**src/rtl/prgrm_sequencer_if.sv**
```systemverilog
// Bundles the signals between the core control FSM and the program-counter
// sequencer, and gives each side a modport.
//   master : control side. Drives Wb_Stb, Crnt_Instrn, Flags and Clr_Err.
//            Observes PC, the PC-update strobes, Stk_Cnt and the sticky
//            stack error flags.
//   slave  : sequencer side. It has the opposite directions.
// The signal names follow the core's existing naming.
interface prgrm_sequencer_if #(
  parameter int ADDR_W      = 8,
  parameter int STACK_DEPTH = 4,
  parameter int NUM_FLAGS   = 3
);
  localparam int CNT_W = $clog2(STACK_DEPTH + 1);

  logic                 Wb_Stb;
  logic [31:0]          Crnt_Instrn;
  logic [NUM_FLAGS-1:0] Flags;
  logic                 Clr_Err;
  logic [ADDR_W-1:0]    PC;
  logic                 Incrmnt_PC;
  logic                 Ld_Brnch_Addr;
  logic                 Ld_Rtn_Addr;
  logic [CNT_W-1:0]     Stk_Cnt;
  logic                 Stk_Ovf;
  logic                 Stk_Unf;

  modport master (
    output Wb_Stb, Crnt_Instrn, Flags, Clr_Err,
    input  PC, Incrmnt_PC, Ld_Brnch_Addr, Ld_Rtn_Addr, Stk_Cnt, Stk_Ovf, Stk_Unf
  );

  modport slave (
    input  Wb_Stb, Crnt_Instrn, Flags, Clr_Err,
    output PC, Incrmnt_PC, Ld_Brnch_Addr, Ld_Rtn_Addr, Stk_Cnt, Stk_Ovf, Stk_Unf
  );
endinterface

```
**src/rtl/prgrm_sequencer.sv**
```systemverilog
// Program-counter sequencer. It owns the PC and a LIFO return-address stack.
// On each Wb_Stb (WRITEBACK) cycle it does exactly one of the following:
//   - pops a return address into the PC,
//   - loads a conditional jump or call target into the PC,
//   - increments the PC.
// Ports:
//   Clk   : core clock. All state changes on the rising edge.
//   Reset : synchronous, active-high. It has priority over every update.
//   seq   : prgrm_sequencer_if.slave.
//           Inputs  : Wb_Stb, Crnt_Instrn, Flags, Clr_Err.
//           Outputs : PC and Stk_Cnt (registered).
//                     Incrmnt_PC, Ld_Brnch_Addr, Ld_Rtn_Addr (combinational).
//                     Stk_Ovf and Stk_Unf (sticky).
module prgrm_sequencer #(
  parameter int ADDR_W      = 8,
  parameter int STACK_DEPTH = 4,
  parameter int NUM_FLAGS   = 3
) (
  input  logic              Clk,
  input  logic              Reset,
  prgrm_sequencer_if.slave  seq
);
  localparam int CNT_W = $clog2(STACK_DEPTH + 1);
  localparam int IDX_W = (STACK_DEPTH > 1) ? $clog2(STACK_DEPTH) : 1;

  logic [ADDR_W-1:0] pc_q, pc_d;
  logic [CNT_W-1:0]  cnt_q, cnt_d;
  logic              ovf_q, ovf_d;
  logic              unf_q, unf_d;
  logic [ADDR_W-1:0] stack_mem [STACK_DEPTH];

  // Instruction decode.
  logic       is_ctrl, is_jump, is_call, is_ret, invert;
  logic [7:0] cond_code;
  logic       cond_raw, cond_ok;

  assign is_ctrl   = (seq.Crnt_Instrn[31:30] == 2'b00);
  assign is_jump   = seq.Crnt_Instrn[29];
  assign is_call   = seq.Crnt_Instrn[28];
  assign is_ret    = seq.Crnt_Instrn[27];
  assign invert    = seq.Crnt_Instrn[25];
  assign cond_code = seq.Crnt_Instrn[23:16];

  // Flags[i] is selected by condition code i. Code 3F means "always".
  // Every other code is false.
  always_comb begin
    cond_raw = 1'b0;
    for (int i = 0; i < NUM_FLAGS; i++) begin
      if (cond_code == 8'(i)) cond_raw = seq.Flags[i];
    end
    if (cond_code == 8'h3F) cond_raw = 1'b1;
  end
  assign cond_ok = cond_raw ^ invert;

  // Stack bookkeeping.
  logic stk_empty, stk_full;
  assign stk_empty = (cnt_q == '0);
  assign stk_full  = (cnt_q == CNT_W'(STACK_DEPTH));

  // Strobes. Priority is: return, then taken jump/call, then increment.
  // A return on an empty stack falls through to increment.
  // A return instruction never branches, even if its jump or call bit is set.
  logic ret_cmd, ld_rtn, ld_brnch, incr;
  assign ret_cmd  = seq.Wb_Stb & is_ctrl & is_ret;
  assign ld_rtn   = ret_cmd & ~stk_empty;
  assign ld_brnch = seq.Wb_Stb & is_ctrl & ~is_ret & (is_jump | is_call) & cond_ok;
  assign incr     = seq.Wb_Stb & ~ld_rtn & ~ld_brnch;

  // A taken call pushes only when there is room. A full stack drops the
  // push, but the branch is still taken.
  logic push, set_ovf, set_unf;
  assign push    = ld_brnch & is_call & ~stk_full;
  assign set_ovf = ld_brnch & is_call & stk_full;
  assign set_unf = ret_cmd & stk_empty;

  // The write slot is the current count. The top entry is at count-1.
  // Truncating to IDX_W bits is safe: a push only happens below full,
  // and a pop only happens above empty.
  logic [IDX_W-1:0]  push_idx, pop_idx;
  logic [ADDR_W-1:0] pc_plus1, rtn_addr;
  assign push_idx = cnt_q[IDX_W-1:0];
  assign pop_idx  = push_idx - IDX_W'(1);
  assign pc_plus1 = pc_q + ADDR_W'(1);
  assign rtn_addr = stack_mem[pop_idx];

  always_comb begin
    pc_d  = pc_q;
    cnt_d = cnt_q;
    ovf_d = ovf_q;
    unf_d = unf_q;
    if (ld_rtn) begin
      pc_d  = rtn_addr;
      cnt_d = cnt_q - CNT_W'(1);
    end else if (ld_brnch) begin
      pc_d = seq.Crnt_Instrn[ADDR_W-1:0];
      if (push) cnt_d = cnt_q + CNT_W'(1);
    end else if (incr) begin
      pc_d = pc_plus1;
    end
    // A new error in the same cycle wins over Clr_Err.
    if (seq.Clr_Err) begin
      ovf_d = 1'b0;
      unf_d = 1'b0;
    end
    if (set_ovf) ovf_d = 1'b1;
    if (set_unf) unf_d = 1'b1;
  end

  always_ff @(posedge Clk) begin
    if (Reset) begin
      pc_q  <= '0;
      cnt_q <= '0;
      ovf_q <= 1'b0;
      unf_q <= 1'b0;
    end else begin
      pc_q  <= pc_d;
      cnt_q <= cnt_d;
      ovf_q <= ovf_d;
      unf_q <= unf_d;
    end
  end

  // The stack contents are not reset. Only the count qualifies them.
  always_ff @(posedge Clk) begin
    if (!Reset && push) stack_mem[push_idx] <= pc_plus1;
  end

  assign seq.PC            = pc_q;
  assign seq.Stk_Cnt       = cnt_q;
  assign seq.Stk_Ovf       = ovf_q;
  assign seq.Stk_Unf       = unf_q;
  assign seq.Incrmnt_PC    = incr;
  assign seq.Ld_Brnch_Addr = ld_brnch;
  assign seq.Ld_Rtn_Addr   = ld_rtn;

  // The remaining instruction bits are not used by this block.
  logic unused_instr;
  assign unused_instr = ^seq.Crnt_Instrn;
endmodule

```
**src/flat_wrapper.sv**
```systemverilog
// flat-port wrapper written by rule: the top's interface ports become plain ports
module prgrm_sequencer_flat 
#(
  parameter int ADDR_W      = 8,
  parameter int STACK_DEPTH = 4,
  parameter int NUM_FLAGS   = 3
)
  (Clk, Reset, seq_Wb_Stb, seq_Crnt_Instrn, seq_Flags, seq_Clr_Err, seq_PC, seq_Incrmnt_PC, seq_Ld_Brnch_Addr, seq_Ld_Rtn_Addr, seq_Stk_Cnt, seq_Stk_Ovf, seq_Stk_Unf);
  prgrm_sequencer_if #(.ADDR_W(ADDR_W), .STACK_DEPTH(STACK_DEPTH), .NUM_FLAGS(NUM_FLAGS)) seq_i ();
  input  logic Clk;
  input  logic Reset;
  input wire logic [$bits(seq_i.Wb_Stb)-1:0] seq_Wb_Stb;
  input wire logic [$bits(seq_i.Crnt_Instrn)-1:0] seq_Crnt_Instrn;
  input wire logic [$bits(seq_i.Flags)-1:0] seq_Flags;
  input wire logic [$bits(seq_i.Clr_Err)-1:0] seq_Clr_Err;
  output wire logic [$bits(seq_i.PC)-1:0] seq_PC;
  output wire logic [$bits(seq_i.Incrmnt_PC)-1:0] seq_Incrmnt_PC;
  output wire logic [$bits(seq_i.Ld_Brnch_Addr)-1:0] seq_Ld_Brnch_Addr;
  output wire logic [$bits(seq_i.Ld_Rtn_Addr)-1:0] seq_Ld_Rtn_Addr;
  output wire logic [$bits(seq_i.Stk_Cnt)-1:0] seq_Stk_Cnt;
  output wire logic [$bits(seq_i.Stk_Ovf)-1:0] seq_Stk_Ovf;
  output wire logic [$bits(seq_i.Stk_Unf)-1:0] seq_Stk_Unf;
  assign seq_i.Wb_Stb = seq_Wb_Stb;
  assign seq_i.Crnt_Instrn = seq_Crnt_Instrn;
  assign seq_i.Flags = seq_Flags;
  assign seq_i.Clr_Err = seq_Clr_Err;
  assign seq_PC = seq_i.PC;
  assign seq_Incrmnt_PC = seq_i.Incrmnt_PC;
  assign seq_Ld_Brnch_Addr = seq_i.Ld_Brnch_Addr;
  assign seq_Ld_Rtn_Addr = seq_i.Ld_Rtn_Addr;
  assign seq_Stk_Cnt = seq_i.Stk_Cnt;
  assign seq_Stk_Ovf = seq_i.Stk_Ovf;
  assign seq_Stk_Unf = seq_i.Stk_Unf;
  prgrm_sequencer #(.ADDR_W(ADDR_W), .STACK_DEPTH(STACK_DEPTH), .NUM_FLAGS(NUM_FLAGS)) u_core (.Clk(Clk), .Reset(Reset), .seq(seq_i));
endmodule
```
**config.mk**
```make
export PLATFORM = sky130hd
export DESIGN_NAME = prgrm_sequencer_flat
export DESIGN_NICKNAME = d
export VERILOG_FILES = /design/src/rtl/prgrm_sequencer_if.sv /design/src/rtl/prgrm_sequencer.sv /design/src/flat_wrapper.sv
export SDC_FILE = /design/constraint.sdc
export NUM_CORES = 1
export LEC_CHECK = 0
export CAP_MARGIN = 20
export CORE_MARGIN = 2
export CORE_UTILIZATION = 45
export CTS_CLUSTER_SIZE = 25
export DETAILED_ROUTE_END_ITERATION = 12
export PLACE_DENSITY = 0.75
export SYNTH_ARGS = -nofsm -noshare
export SYNTH_HDL_FRONTEND = slang
export SYNTH_SLANG_ARGS = --single-unit
```
**constraint.sdc**
```tcl
create_clock -name Clk -period 2.8 [get_ports Clk]
set_input_delay 0.28 -clock Clk [delete_from_list [all_inputs] [get_ports Clk]]
set_output_delay 0.28 -clock Clk [all_outputs]
set_load 0.01 [all_outputs]
```
Yosys cells after proc, flatten, opt, wreduce, memory -nomap -nowiden
Memories as Yosys holds them, arrays and structs flattened.
Index checks and enable logic that the tools add are counted.
{"block": "op_classes", "reduce_logical": 11, "addsub": 4, "mux": 15, "n_eq_ne": 4, "n_bitwise": 19}
{"op": "8-bit two-way mux", "count": 3}
{"op": "1-bit AND", "count": 12}
{"op": "1-bit two-way mux", "count": 9}
{"op": "3-bit two-way mux", "count": 3}
{"op": "8-bit by 1-bit adder with 8-bit output, second input constant", "count": 1}
{"op": "8-bit by 1-bit equality test with 1-bit output, second input constant", "count": 1}
{"op": "8-bit by 2-bit equality test with 1-bit output, second input constant", "count": 1}
{"op": "8-bit by 6-bit equality test with 1-bit output, second input constant", "count": 1}
{"op": "8-bit logical NOT", "count": 1}
{"op": "2-bit nonzero test", "count": 4}
{"op": "1-bit inverter", "count": 5}
{"op": "3-bit by 1-bit adder with 3-bit output, second input constant", "count": 1}
{"op": "3-bit equality test, second input constant", "count": 1}
{"op": "3-bit logical NOT", "count": 1}
{"op": "3-bit nonzero test", "count": 1}
{"op": "3-bit by 1-bit subtractor with 3-bit output, second input constant", "count": 1}
{"op": "2-bit logical NOT", "count": 1}
{"op": "2-bit AND reduction", "count": 1}
{"op": "2-bit by 1-bit subtractor with 2-bit output, second input constant", "count": 1}
{"op": "1-bit logical AND", "count": 1}
{"op": "1-bit logical NOT", "count": 1}
{"op": "1-bit OR", "count": 1}
{"op": "1-bit XOR", "count": 1}
{"block": "word_totals", "elab_cells": 58, "in_bits": 39, "memories": 1, "ff_bits": 13, "ram_bits": 32}
{"name": "u_core.stack_mem", "depth": 4, "width": 8, "read_ports": 1, "rd_clocked_by_memory_dff": 0, "write_ports": 1, "line_no": "prgrm_sequencer.sv:30", "text": "logic [ADDR_W-1:0] stack_mem [STACK_DEPTH];"}

Longest topological paths before layout
Gate-level depths: netlist (run 1).
{"block": "logic_depth", "ltp_word": 12, "ltp_mapped": 12}

Least setup slack after synthesis (run 1)
No wires, ideal clock.
{"block": "synth_timing", "path_kind": "register to register", "from": "reg u_core.cnt_q[0] (netlist: u_core.seq.Stk_Cnt[0])", "to": "reg u_core.cnt_q[2] (netlist: u_core.seq.Stk_Cnt[2])", "required_time_ps": 2676, "stages_incl_launch_ff": 12, "n_path_buf": 3, "t_arrival_ps": 2663, "path_slack_ps": 13, "path_cell_list": "dfxtp_1 > buf_2 > inv_1 > ha_1 > nand2b_1 > clkbuf_1 > nand2_1 > clkbuf_1 > fa_1 > nor4b_1 > a211oi_1 > nand3b_1"}
{"block": "synth_between", "elab_chain_len": 5}
{"item": "from (decl)", "line_no": "prgrm_sequencer.sv:27", "text": "logic [CNT_W-1:0] cnt_q, cnt_d;"}
{"item": "from (signal assigned)", "line_no": "prgrm_sequencer.sv:117", "text": "cnt_q <= cnt_d;"}
{"item": "branches (longest 5 deep; another with 3-bit by 1-bit adder with 3-bit output)"}
Several ways; the timed one is not identified. The select of a mux whose other input is x is not followed.
A chain may end at the register's enable or synchronous reset.

Final worst setup path (run 1)
{"block": "layout_timing", "from": "in seq_Crnt_Instrn[20]", "to": "out seq_Incrmnt_PC"}
{"block": "layout_between", "elab_chain_len": 9}
{"item": "from (decl)", "line_no": "flat_wrapper.sv:13", "text": "input wire logic [$bits(seq_i.Crnt_Instrn)-1:0] seq_Crnt_Instrn;"}
{"item": "8-bit logical NOT", "line_no": "prgrm_sequencer.sv:49", "text": "if (cond_code == 8'(i)) cond_raw = seq.Flags[i];"}
{"item": "1-bit two-way mux (3 in a row)", "line_no": "prgrm_sequencer.sv:49"}
{"item": "1-bit two-way mux (*)", "line_no": "prgrm_sequencer.sv:51", "text": "if (cond_code == 8'h3F) cond_raw = 1'b1;"}
{"item": "1-bit XOR (*)", "line_no": "prgrm_sequencer.sv:53", "text": "assign cond_ok = cond_raw ^ invert;"}
{"item": "1-bit AND (*)", "line_no": "prgrm_sequencer.sv:66", "text": "assign ld_brnch = seq.Wb_Stb & is_ctrl & ~is_ret & (is_jump | is_call) & cond_ok;"}
{"item": "1-bit inverter (*)", "line_no": "prgrm_sequencer.sv:67", "text": "assign incr = seq.Wb_Stb & ~ld_rtn & ~ld_brnch;"}
{"item": "1-bit AND (*)", "line_no": "prgrm_sequencer.sv:67"}
{"item": "to (decl)", "line_no": "flat_wrapper.sv:17", "text": "output wire logic [$bits(seq_i.Incrmnt_PC)-1:0] seq_Incrmnt_PC;"}
Every way passes the cells marked *; elsewhere a longest branch is shown, timed or not.

==> metrics, run 1 <==
status=finished clean; Max VDD drop=0.344 mV; Hold Path Class=flip-flop to flip-flop; final core occ=60.7%; first-pass GRT wire length=9.40 mm; largest net degree at the start of global routing=21; num rows=26; hold_ws=0.457 ns; power share of the combinational group=14.0%; Worst Setup Start Kind=input pin; number of synthesized register bits=45; Multi-input gate area=0.00116 mm²; Post-Synthesis Cells=221; Synth top cells by count=32 x edfxtp_1, 23 x nand2_1, 21 x nand3_1, 18 x nor2_1, 13 x dfxtp_1; fraction of layout cells with a size suffix above 1=16.6%; fillers=426; Final Skew=0.00366 ns; CP Capture Type=output port; total wire length=5.81 mm; worst slew pin tran=0.833 ns; Num CTS Buffers=5; Pleak=1.05 nW; dpl ws=0.0642 ns; Synth top area share=39.3%; leading area contributor after synthesis=edfxtp_1; Pwr per Cell Area=428 mW/mm²; clk buf depth=2; Mapped Area=0.00244 mm²; vias in the first global route=1905; Fin. Hold Viols=0; clock share of power=30.3%; Starting Density=47.2%; RePlAce Congestion=0.839; antenna-violating nets left=0; Buffers on Ports=44; Setup CP Type=input pin to output port; Crit path required time=2.52 ns; DR WL/cell=16.7 µm; CP max FO=6; top achievable clock speed=367 MHz; Die ar.=0.00603 mm²; remaining global-route overflow=0; WP data arrival=2.45 ns; Post-route DRC=0; most instantiated library cell after synthesis=edfxtp_1; Max Cap Violations=0; endpoints failing setup=0; Sw Share=25.2%; Slew Limit Fails=0; Post-synth EDFFs=32; worst r2r path cells=8; slowest CP cell=or4_4; CTS tree=done; routed vias/inst=5.61; hold path cells=2; Final min period=2.73 ns; prevailing post-synth register cell=edfxtp_1; DRT iter0 DRCs=183; Net Sw Power=0.338 mW; 1st-pass router iterations=4; Nets=321; Worst path max stage delay=0.58 ns; clock-pin transition on the worst setup and hold timing paths=0.09 ns; top cells by area, synth=edfxtp_1 39%, dfxtp_1 11%, mux4_2 7.4%, nand3_1 4.3%, nand2_1 3.5%; clk sinks=45; post-synthesis cell type count=47; internal power=1.00 mW; storage element area=0.00122 mm²; crit-path cells=clkdlybuf4s50_1, or4_4, o21ai_4, a31oi_4, nor2_2, inv_2, nor2_1, clkdlybuf4s50_1; Mean Syn Cell Area=11.1 µm²; Syn Nets=266; HPWL Detailed=4.15 mm; Fin Setup TNS=0 ns; initial antenna violation count=0; most used cell, CP=clkdlybuf4s50_1; DR vias=1945; Flop pwr share=55.7%; # diodes=0; H-tree depth=2; sequential area share after synthesis=50.0%; Final Power=1.34 mW; Die W=77.7 µm; Warnings, synthesis=0; Final period util=97.4%; Ports=55; CTS root buf=clkbuf_8; Post-synth ARST share=0%; Slew HR=44.3%; Synth-to-Final Area Change=28.5%; GR Util All Layers=20.5%; Worst-Skew Late Latency=0.30 ns; CORE AREA=0.00517 mm²; final worst setup slack=0.0740 ns; Die H=77.7 µm
## worst max-delay path, delay by kind of cell
kind / cells / cell delay (ns)
and+or+nand+nor: 3 / 0.85
AOI/OAI and AO/OA: 2 / 0.25
buffers and inverters: 3 / 1.07
## stage by stage
stage	cells	instance area [µm²]
final	347	3140
after floorplan	221	2440
after detailed placement	338	3030
after CTS	346	3110
after global routing	347	3140
after global placement	338	3030
## logic make-up after synthesis
family                   share of synthesized area, %
XOR/XNOR                                         2.15
AO/OA/AOI/OAI                                    8.76
adder cells (fa/ha/maj)                          3.38
buffers and inverters                            3.07
AND/OR/NAND/NOR                                  25.3
multiplexers                                     7.38
flip-flops                                       50.0
## what timing repair did
| item | CTS | global route |
|---|---|---|
| setup endpoints to repair | 0 | 2 |
| hold buffers | 0 | 0 |
| hold endpoints to repair | 0 | 0 |
| setup buffers | 0 | 1 |
| gates resized for setup | 0 | 3 |
## path summary, 6_finish.rpt
kind | start | end | slack (ns)
max | seq_Crnt_Instrn[20] | seq_Incrmnt_PC | 0.07
min | u_core.seq.Stk_Ovf | u_core.seq.Stk_Ovf | 0.46
max reg2reg | u_core.seq.Stk_Cnt[1] | u_core.seq.Stk_Cnt[2] | 0.57
min reg2reg | u_core.seq.Stk_Ovf | u_core.seq.Stk_Ovf | 0.46
## power groups by stage
| stage | Sequential (mW) | Combinational, mW | Clock [mW] |
|---|---|---|---|
| after floorplan | 0.764 | 0.0878 | 0 |
| after global placement | 0.763 | 0.180 | 0 |
| after detailed placement | 0.763 | 0.184 | 0 |
| after CTS | 0.748 | 0.185 | 0.411 |
| after global routing | 0.750 | 0.205 | 0.444 |
| final | 0.748 | 0.188 | 0.407 |
## sequential cells by signal, indices dropped and copies added, names as in the netlist
signal              count
u_core.seq.PC           8
u_core.seq.Stk_Cnt      3
u_core.seq.Stk_Ovf      1
u_core.seq.Stk_Unf      1
u_core.stack_mem       32
## cells in the final DEF, fill, tap and decap left out, types with 3 or more instances in the layout
master            n
edfxtp_1         32
clkbuf_8          5
a21oi_1           3
nor4_1            5
mux4_2            8
buf_4            14
nor3_1           10
nand4_1           6
nand3_1          21
ha_1              5
and3_1            3
clkdlybuf4s50_1  44
nor2_1           18
dfxtp_1          13
xor2_1            4
nand2b_1          3
inv_1             7
o211ai_1          6
nor4b_2           4
nand2_1          22
## metal layers
layer,wire [µm],vias to the layer above,part of all wire [%],GRT usage (%)
met5,0,-,0,0
met4,65,0,1.1,6.61
met3,432,6,7.4,4.53
met2,2880,58,50,33.9
met1,2420,930,42,26.7
li1,-,951,-,-
## final cells by class
cell class / instances / share of cell area (%)
clock buffers: 6 / 2.31
well taps: 70 / 2.79
multi-input cells: 157 / 37.1
repair buffers: 58 / 17.4
flip-flops and latches: 45 / 38.9
clock inverters: 2 / 0.478
inverters: 9 / 1.08
(Power assumes the default switching activity.)
==> inputs of run 2 (changes only) <==
Settings changed: SLEW_MARGIN from default to 0.
==> results of run 2 <==
Same layout as run 1: the final DEF is identical, and so are final timing and power.
==> inputs of run 3 (changes only) <==
Settings changed: MAX_ROUTING_LAYER from default to met4.
==> run 3 against run 2 <==
Effect of this change: die area unchanged; cell area unchanged; hold slack is essentially flat; non-clock buffer count unchanged; clock skew rose by 0.0023 ns; power barely moved; sequential cell count did not move; core utilization is the same; sequential share of layout area did not move; final cell count did not move; critical endpoint unchanged; highest routed layer unchanged.
==> metrics, run 3 (synthesis gave the netlist of run 1 again) <==
Setup CP Type=input pin to output port; Final Power=1.34 mW (about the same); Final min period=2.73 ns (+0.00788 ns); remaining global-route overflow=0 (unchanged); fillers=426 (unchanged); WP data arrival=2.45 ns (about the same); Reg2Reg Setup Slack=0.57 ns (about the same); Die H=77.7 µm (unchanged); slowest CP cell=or4_4; Slew HR=44.3% (about the same); Max VDD drop=0.342 mV (-0.57%); Final period util=97.6% (+0.28 points); fraction of layout cells with a size suffix above 1=16.6% (unchanged); Pwr per Cell Area=427 mW/mm² (about the same); Pleak=1.05 nW (unchanged); Fin. Hold Viols=0 (unchanged); Max Cap Violations=0 (unchanged); clock share of power=30.3% (about the same); Largest register FFs=32 (unchanged); Net Sw Power=0.338 mW (-0.17%); first-pass GRT wire length=9.40 mm (unchanged); Critical Path Start=seq_Crnt_Instrn[20]; worst slew pin tran=0.832 ns (-0.000185 ns); Die W=77.7 µm (unchanged); Fin Setup TNS=0 ns (unchanged); largest net degree at the start of global routing=21 (unchanged); Post-route DRC=0 (unchanged); clk sinks=45 (unchanged); power share of the combinational group=14.0% (about the same); # diodes=0 (unchanged); commonest non-fill, non-tap cell in the layout=clkdlybuf4s50_1; crit-path cells=clkdlybuf4s50_1, or4_4, o21ai_4, a31oi_4, nor2_2, inv_2, nor2_1, clkdlybuf4s50_1; Buf/Inv on CP=3 (unchanged); Worst Setup Start Kind=input pin; CTS root buf=clkbuf_8; vias in the first global route=1916 (+0.58%); Hold Path Class=flip-flop to flip-flop; worst r2r path cells=8 (unchanged); H-tree depth=2 (unchanged); crit path to=seq_Incrmnt_PC; dpl ws=0.0642 ns (unchanged); CP max FO=6 (unchanged); 1st-pass router iterations=4 (unchanged); Synth-to-Final Area Change=28.5% (unchanged); endpoints failing setup=0 (unchanged); RePlAce Congestion=0.852 (+1.5%); Flop pwr share=55.8% (about the same); cts hold-fix bufs=0 (unchanged); internal power=1.00 mW (about the same); antenna-violating nets left=0 (unchanged); Crit path required time=2.52 ns (about the same); reg-to-reg endpoint=u_core.seq.Stk_Cnt[2]; Worst path depth=8 (unchanged); Nets=321 (unchanged); Buffers on Ports=44 (unchanged); DR WL/cell=16.8 µm (+0.47%); DR vias=1956 (+0.57%); Num CTS Buffers=5 (unchanged); cell family with most CP delay=buffers and inverters; top achievable clock speed=366 MHz (-0.29%); Slew Limit Fails=0 (unchanged); Sw Share=25.2% (-0.031 points); Largest Register=u_core.stack_mem; most used cell, CP=clkdlybuf4s50_1; num rows=26 (unchanged); hold_ws=0.457 ns (+0.000394 ns); CTS tree=done; Ports=55 (unchanged); Worst-Skew Late Latency=0.30 ns (about the same); routed vias/inst=5.64 (+0.57%); clock-pin transition on the worst setup and hold timing paths=0.09 ns (about the same); most frequent cells in the layout=44 x clkdlybuf4s50_1, 32 x edfxtp_1, 22 x nand2_1; Final Skew=0.00596 ns (+0.00230 ns); DRT iter0 DRCs=148 (-19%); status=finished clean; clk buf depth=2 (unchanged); Die ar.=0.00603 mm² (unchanged); initial antenna violation count=0 (unchanged); Starting Density=47.2% (unchanged); CP Capture Type=output port; GR Util All Layers=21.0% (+0.58 points); CORE AREA=0.00517 mm² (unchanged); total wire length=5.83 mm (+0.47%); HPWL Detailed=4.15 mm (unchanged); final worst setup slack=0.0661 ns (-0.00788 ns); Worst path max stage delay=0.58 ns (about the same); FF-to-FF Start=u_core.seq.Stk_Cnt[1]
[run 3: routing by layer]
metal  routed length, µm  track usage [%]  vias up
met3                 464             4.53        5
li1                    -                -      948
met2                2910             33.4       72
met5                   0                -        -
met1                2380             26.7      931
met4                  74             7.50        0
[run 3: power groups by stage]
stage	logic [mW]	registers, mW	clock network (mW)
detailed placement	0.184	0.763	0
global route	0.205	0.750	0.444
finish	0.188	0.748	0.406
floorplan	0.0878	0.764	0
CTS	0.185	0.748	0.411
global placement	0.180	0.763	0
[run 3: how the worst min path moves through the flow]
stage,startpoint,endpoint,slack [ns],cells after the start
after CTS,u_core.seq.Stk_Ovf,u_core.seq.Stk_Ovf,0.46,2
after detailed placement,u_core.seq.Stk_Ovf,u_core.seq.Stk_Ovf,0.45,2
final,u_core.seq.Stk_Ovf,u_core.seq.Stk_Ovf,0.46,2
after global routing,u_core.seq.Stk_Ovf,u_core.seq.Stk_Ovf,0.52,2
after global placement,u_core.seq.Stk_Ovf,u_core.seq.Stk_Ovf,0.44,2
after floorplan,seq_Crnt_Instrn[1],u_core.seq.PC[1],0.45,2
[run 3: cell type report]
type                            instances  area, µm²  area share, %
Clock buffer                            6       72.6           2.31
Multi-Input combinational cell        157       1160           37.1
Sequential cell                        45       1220           38.9
Inverter                                9       33.8           1.08
Clock inverter                          2       15.0          0.478
Tap cell                               70       87.6           2.79
Timing Repair Buffer                   58        546           17.4
[run 3: per-stage QoR]
| stage | std cells | area [µm²] | utilization [%] |
|---|---|---|---|
| 6_report | 347 | 3140 | 60.7 |
| 5_1_grt | 347 | 3140 | 60.7 |
| 4_1_cts | 346 | 3110 | 60.2 |
| 3_5_place_dp | 338 | 3030 | 58.5 |
| 3_3_place_gp | 338 | 3030 | 58.5 |
| 2_1_floorplan | 221 | 2440 | - |
[run 3: repair_timing]
item | in CTS | in global routing
setup endpoints to repair | 0 | 2
endpoints found under the hold margin | 0 | 0
buffers inserted | 0 | 1
gates resized for setup | 0 | 3
[run 3: worst reg2reg max path, cell delays in order (launching register included)]
cell and delay [ns]:
dfxtp_1 0.43, inv_1 0.12, ha_1 0.25, nand2b_1 0.13
nand2_2 0.16, fa_1 0.49, nor4b_1 0.17, a211oi_1 0.28
nand3b_1 0.10
